$ cat src/rtl/instr_fetch_cache.sv
// Direct-mapped instruction cache serving 32-bit words to the IF stage.
// Misses refill a whole line from backing memory over a req/ack burst.
module instr_fetch_cache #(
   parameter int INDEX_BITS  = 4,
   parameter int OFFSET_BITS = 2,
   parameter int ADDR_W      = 32
) (
   input  logic              clk,
   input  logic              reset,
   input  logic              if_req,
   input  logic [ADDR_W-1:0] if_addr,
   output logic              if_hit,
   output logic [31:0]       if_instr,
   output logic              mem_req,
   output logic [ADDR_W-1:0] mem_addr,
   input  logic              mem_ack,
   input  logic [31:0]       mem_rdata,
   output logic [15:0]       miss_count
);

   localparam int LINES   = 1 << INDEX_BITS;
   localparam int WORDS   = 1 << OFFSET_BITS;
   localparam int LSB     = OFFSET_BITS + 2;
   localparam int TAG_LSB = LSB + INDEX_BITS;
   localparam int TAG_W   = ADDR_W - TAG_LSB;
   localparam int LINE_W  = ADDR_W - LSB;

   localparam logic [1:0] IDLE      = 2'd0;
   localparam logic [1:0] REFILL    = 2'd1;
   localparam logic [1:0] FILL_DONE = 2'd2;

   logic [1:0]             state_q, state_d;
   logic [LINES-1:0]       valid_q;
   logic [TAG_W-1:0]       tag_q  [LINES];
   logic [31:0]            data_q [LINES][WORDS];
   logic [LINE_W-1:0]      line_q;
   logic [OFFSET_BITS-1:0] k_q;
   logic [15:0]            miss_q;

   logic [INDEX_BITS-1:0]  idx;
   logic [TAG_W-1:0]       tag;
   logic [OFFSET_BITS-1:0] off;
   logic [INDEX_BITS-1:0]  fill_idx;
   logic [TAG_W-1:0]       fill_tag;
   logic                   lookup_hit;
   logic                   miss;
   logic                   ack;
   logic                   last;
   logic                   unused_addr_bits;

   assign idx      = if_addr[TAG_LSB-1:LSB];
   assign tag      = if_addr[ADDR_W-1:TAG_LSB];
   assign off      = if_addr[LSB-1:2];
   assign fill_idx = line_q[INDEX_BITS-1:0];
   assign fill_tag = line_q[LINE_W-1:INDEX_BITS];
   assign unused_addr_bits = ^if_addr[1:0];

   // No hit-under-miss: lookups only answer while idle.
   assign lookup_hit = valid_q[idx] && (tag_q[idx] == tag);
   assign if_hit     = if_req && (state_q == IDLE) && lookup_hit;
   assign if_instr   = if_hit ? data_q[idx][off] : 32'b0;
   assign miss       = if_req && (state_q == IDLE) && !lookup_hit;

   assign mem_req    = (state_q == REFILL);
   assign mem_addr   = mem_req ? {line_q, k_q, 2'b00} : '0;
   assign ack        = mem_req && mem_ack;
   assign last       = ack && (k_q == '1);
   assign miss_count = miss_q;

   always_comb begin
      state_d = state_q;
      case (state_q)
         IDLE:      if (miss) state_d = REFILL;
         REFILL:    if (last) state_d = FILL_DONE;
         FILL_DONE: state_d = IDLE;
         default:   state_d = IDLE;
      endcase
   end

   always_ff @(posedge clk or negedge reset) begin
      if (!reset) begin
         state_q <= IDLE;
         valid_q <= '0;
         line_q  <= '0;
         k_q     <= '0;
         miss_q  <= '0;
      end else begin
         state_q <= state_d;
         if (miss) begin
            line_q <= if_addr[ADDR_W-1:LSB];
            k_q    <= '0;
            if (miss_q != 16'hFFFF) miss_q <= miss_q + 16'd1;
         end
         if (ack) k_q <= k_q + OFFSET_BITS'(1);
         if (last) valid_q[fill_idx] <= 1'b1;
      end
   end

   // Payload arrays carry no reset; valid bits alone gate their use.
   always_ff @(posedge clk) begin
      if (ack) data_q[fill_idx][k_q] <= mem_rdata;
      if (last) tag_q[fill_idx] <= fill_tag;
   end

endmodule
$ cat config.mk
export PLATFORM = sky130hd
export DESIGN_NAME = instr_fetch_cache
export DESIGN_NICKNAME = d
export VERILOG_FILES = /design/src/rtl/instr_fetch_cache.sv
export SDC_FILE = /design/constraint.sdc
export NUM_CORES = 2
export LEC_CHECK = 0
export ABC_CLOCK_PERIOD_IN_PS = 5850
export CAP_MARGIN = 5
export CORE_AREA = 2 2 520 471
export CTS_CLUSTER_DIAMETER = 120
export DETAILED_ROUTE_END_ITERATION = 10
export DIE_AREA = 0 0 522 473
export HOLD_SLACK_MARGIN = 0.06
export PLACE_DENSITY = 0.57
export SLEW_MARGIN = 20
export SYNTH_ARGS = -nofsm -noshare
export SYNTH_HDL_FRONTEND = slang
export SYNTH_SLANG_ARGS = --single-unit
$ cat constraint.sdc
create_clock -name clk -period 5.85 [get_ports clk]
set_input_delay 0.8775 -clock clk [delete_from_list [all_inputs] [get_ports clk]]
set_output_delay 0.8775 -clock clk [all_outputs]
set_load 0.05 [all_outputs]
* Word-level counts from Yosys, hierarchy flattened
Memory sizes are Yosys's and may differ from the RTL's. Index checks and enable logic that the tools add are counted.
Word-level totals: register bits 64, latch bits 0, RAM bits 2432, memory bits (read-only) 0, input port bits 68, output and inout port bits 82, logic and storage cells 57, memories 2
Operators by class: add/sub/neg operators 2, multiply operators 0, divide/modulo/power cells 0, $lt $le $gt $ge 6, eq/ne operators 6, shifts and indexed selects 0, multiplexer cells 20, bitwise gates (word level) 3, reductions and logical operators 13
Memory list:
- data_q | words 16, bits a word 128, rd ports 1, clocked after Yosys merged registers in 0, wr ports 1, line 35 | logic [31:0] data_q [LINES][WORDS];
- tag_q | words 16, bits a word 24, rd ports 1, clocked after Yosys merged registers in 0, wr ports 1, line 34 | logic [TAG_W-1:0] tag_q [LINES];
Operator list (count):
- $mux 32 | 5
- $mux 128 | 1
- $bmux 32 s2 | 1
- $demux 32 s2 | 1
- $eq 24x24->1 | 1
- $add 16x1->16 const B | 1
- $ne 16x16->1 const B | 1
- $or 16x16->16 | 1
- $lt 4x5->1 const B | 2
- $logic_and 1x1->1 | 8
- $mux 2 | 4
- $ge 3x3->1 const B | 2
- $not 2->3 | 2
- $mux 1 | 5
- $bmux 1 s4 | 1
- $demux 1 s4 | 1
- $ge 4x1->1 const B | 1
- $pmux 2 s2 | 1
- $reduce_and 2->1 | 2
- $lt 3x1->1 const B | 1
- $add 2x1->2 const B | 1
- $eq 2x1->1 const B | 1
- $eq 2x2->1 const B | 1
- $logic_not 2->1 | 1
- other kinds (4) | 4

* Logic depth before layout (Yosys ltp)
depth after elaboration 7, gate-level depth with buffers 15, depth with buffers taken out 9

* Worst setup path after synthesis
Ideal clock, no wire load.
path kind input-to-output, start point input port if_addr[4], end point output port if_instr[28], data arrival time 4.132 ns, data required time 4.973 ns, setup slack 0.841 ns, stages on the path 9, buffers on the path 5, path through buf_4 -> buf_4 -> buf_2 -> clkbuf_1 -> buf_1 -> mux4_2 -> mux4_2 -> mux4_2 -> and3_1
Between the ends: word-level cells in the longest chain between the ends 5, elaborated cells on any way between the ends 11, those cells by class eq/ne (1); mux (6); reduce/logical (2); memory (2)
RTL lines:
- start, declared | line 11 | input logic [ADDR_W-1:0] if_addr,
- $mem_v2 16x24 (tied with other cells)
- $eq 24x24->1 (tied with other cells) | line 59 | assign lookup_hit = valid_q[idx] && (tag_q[idx] == tag);
- $logic_and 1x1->1 or $mux 32 (tied branches) | line 59, 61
- $logic_and 1x1->1 or $mux 32 (tied branches) | line 60, 61
- $mux 32 (*) | line 61 | assign if_instr = if_hit ? data_q[idx][off] : 32'b0;
- end, declared | line 13 | output logic [31:0] if_instr,
Mark *: on every way between the ends. The rest lies on a longest branch, timed or not. The select of a mux whose other input is x is not followed.

* Final worst setup path
start point input port if_addr[4], end point output port if_instr[31]
Same word-level chain as after synthesis.

==> out/results.ini <==
[global_routing]
antenna_found_initial = 26
grt_usage = 0.1927
grt_max_degree = 78
grt_pass1_vias = 44850
overflow = 0
grt_pass1_wl_microns = 338800

[run]
maxCapViolCount = 0

[cells_and_area]
final_common_cell = edfxtp_1
nNetsFinal = 4426
drive_gt1_frac = 0.3273
final.fill_count = 19880
syn_to_final_growth_pct = 15.70
final_cell_mix = 2432 x edfxtp_1, 749 x mux4_2, 275 x clkbuf_16, 190 x buf_4, 79 x mux2i_1
fin_util = 0.4596

[power]
p_leak_nw = 35.03
power_density_nw_per_um2 = 369.2
power.ir.vdd_worst_mv = 0.3264

[clock_network]
insertion_delay_ps = 860
numCtsBuffers = 268
cts_max_level = 5
path_clk_slew_ps = 60
post_cts_resized = 0
cts_buffer_depth = 4
cts_root_buffer = clkbuf_16
post_cts_buffers = 0
cts_hold_buf = 1
cts_sinks = 2496
cts_tree = yes

[setup_path]
cp.arrival_ps = 4380
path_delay_family = buffers and inverters
cp_max_fo = 33
cpMaxStageDelayCell = mux4_2
timing.rr.end = line_q[15]
end_kind = output port
critPathRequiredTime_ps = 4970
reg2reg_slack_ps = 2090
reg2reg_from = tag_q[15][11]
path_buf_inv = 4
cp_slowest_stage_delay_ps = 550
critPathLaunchType = primary input
r2r_cells = 9
cp_cell_sequence = buf_8, buf_4, mux4_2, mux2i_1, mux2i_1, xor2_1, nor3_1, o21ai_0, nor4b_4, buf_12, and3_1, buf_4
worstSetupPathType = primary input to output port

[timing]
worstMarginPinSlew_ps = 1127
finalHoldViolCount = 0
fin_crit_ps = 5256
finalCritPeriodShare = 0.8985
fmax_mhz = 190.3
fin_skew_ps = 78.80
relSlewSlack = 0.2490
whs_ps = 457.9
fin_setup_tns_ps = 0
setup_viol = 0
finalMaxSlewViolations = 0
rsz0062_at_grt = false

[routing]
vias = 44070
drc_errors = 0
drtPass1Iterations = 7
drt-initial-drc-count = 4433
avgViaCountPerCell = 5.670
finalWirelength_microns = 238000
drtAntennaViolNets = 0
wl_per_cell_microns = 30.62

[logic_synthesis]
synthesis.area_sq_um = 96170
ys_ff_latch = 2496
ys_types = 61
ys.flop_type = edfxtp_1
syn_inst = 3965
synthTopCellsByArea = edfxtp_1 76%, mux4_2 18%, dfrtp_1 1.7%
ys_warn_count = 0
avgSynthCellArea_sq_um = 24.25
yosysSeqAreaShare = 0.7761
synth_edf_count = 2432
synth_top_area_share = 0.7594
synthArstFlopShare = 0.02564
yosysTopAreaCell = edfxtp_1

[floorplanning]
start_util = 0.3972
die_h_microns = 473
core_area_sq_um = 242100
fp.dieW_microns = 522
ios = 150
die-area_sq_um = 246900
rows = 172

[placed_design]
place_hpwl_microns = 138500
gp_congestion = 0.7486
portBuffers = 145

[min_path]
hold_path_class = primary input to flop
hold_depth = 1
min_to = data_q[0][99]
hp-start = mem_rdata[3]

[run_status]
status = complete, no violations

==> kinds of logic (layout without fill, tap and decap cells) <==
logic type      Yosys count  after routing  synth area share
other cells               1              6        0.00003899
fa+ha+maj                 5              5         0.0006505
xor+xnor                 42             42          0.003825
flops                  2496           2496            0.7761
buf+inv                 217            801           0.01042
mux                     867            867            0.1893
compound gates           55             55          0.004436
simple gates            282            282           0.01533
==> metal layers <==
| metal | up-vias | global-route usage | part of all wire |
|---|---|---|---|
| met5 | - | 0 | 0.000092 |
| met4 | 4 | 0.04221 | 0.020 |
| met3 | 328 | 0.03348 | 0.068 |
| met2 | 1481 | 0.3062 | 0.48 |
| met1 | 24400 | 0.2797 | 0.43 |
| li1 | 17860 | - | - |
==> registers in the layout, indices dropped and copies added (netlist names) <==
signal	count
miss_count	16
line_q	28
valid_q	16
state_q	2
k_q	2
tag_q	384
data_q	2048
==> power by group <==
group | switching [mW] | internal [mW]
Clock | 6.78 | 9.24
Sequential | 0.562 | 20.6
Combinational | 2.48 | 1.41
Total | 9.82 | 31.3
==> Yosys cell counts, drive strengths merged (2+ instances only) <==
cell type and number:
nor2 84, a22o 5, o22ai 4, ha 5, nor2b 9, a31oi 2
buf 118, dfrtp 64, nor4b 4, inv 8, nor3 9, and3 37
o211ai 3, mux4 749, clkbuf 91, mux2i 79, and4 2, a22oi 14
nor4 3, nand2 45, or2 17, a221oi 10, mux2 39, nand3 19
and2 35, xnor2 17, nor3b 3, a21o 3, o21ai 5, nand4 5
xor2 25, nand4b 4, edfxtp 2432
==> worst max path at each step <==
stage               cells after the start  slack, ps           end        from
global placement                       12        570  if_instr[31]  if_addr[4]
global route                           12        400  if_instr[31]  if_addr[4]
detailed placement                     12        540  if_instr[31]  if_addr[4]
floorplan                               9        840  if_instr[28]  if_addr[4]
finish                                 12        590  if_instr[31]  if_addr[4]
CTS                                    12        530  if_instr[31]  if_addr[4]
==> cell type report <==
cell class	instances	area, sq um	area share
antenna	4	10.01	0.00008996
clock buffer	349	7249	0.06516
clock inverter	118	933.4	0.008389
inverter	8	30.03	0.0002699
multi-input combinational	1253	21050	0.1892
sequential	2496	74630	0.6708
tap	3219	4028	0.03620
timing repair buffer	326	3333	0.02996
==> metrics by stage <==
stage	setup WS [ps]	area [sq um]	instances	power, mW
after floorplan	840.9	96170	3966	23.55
after global placement	570.9	103000	7300	25.39
after detailed placement	536.7	103000	7300	25.49
after CTS	526.5	111200	7768	41.48
after global routing	399.6	111300	7769	42.42
final	594.0	111300	7773	41.08
(Power assumes the default switching activity.)
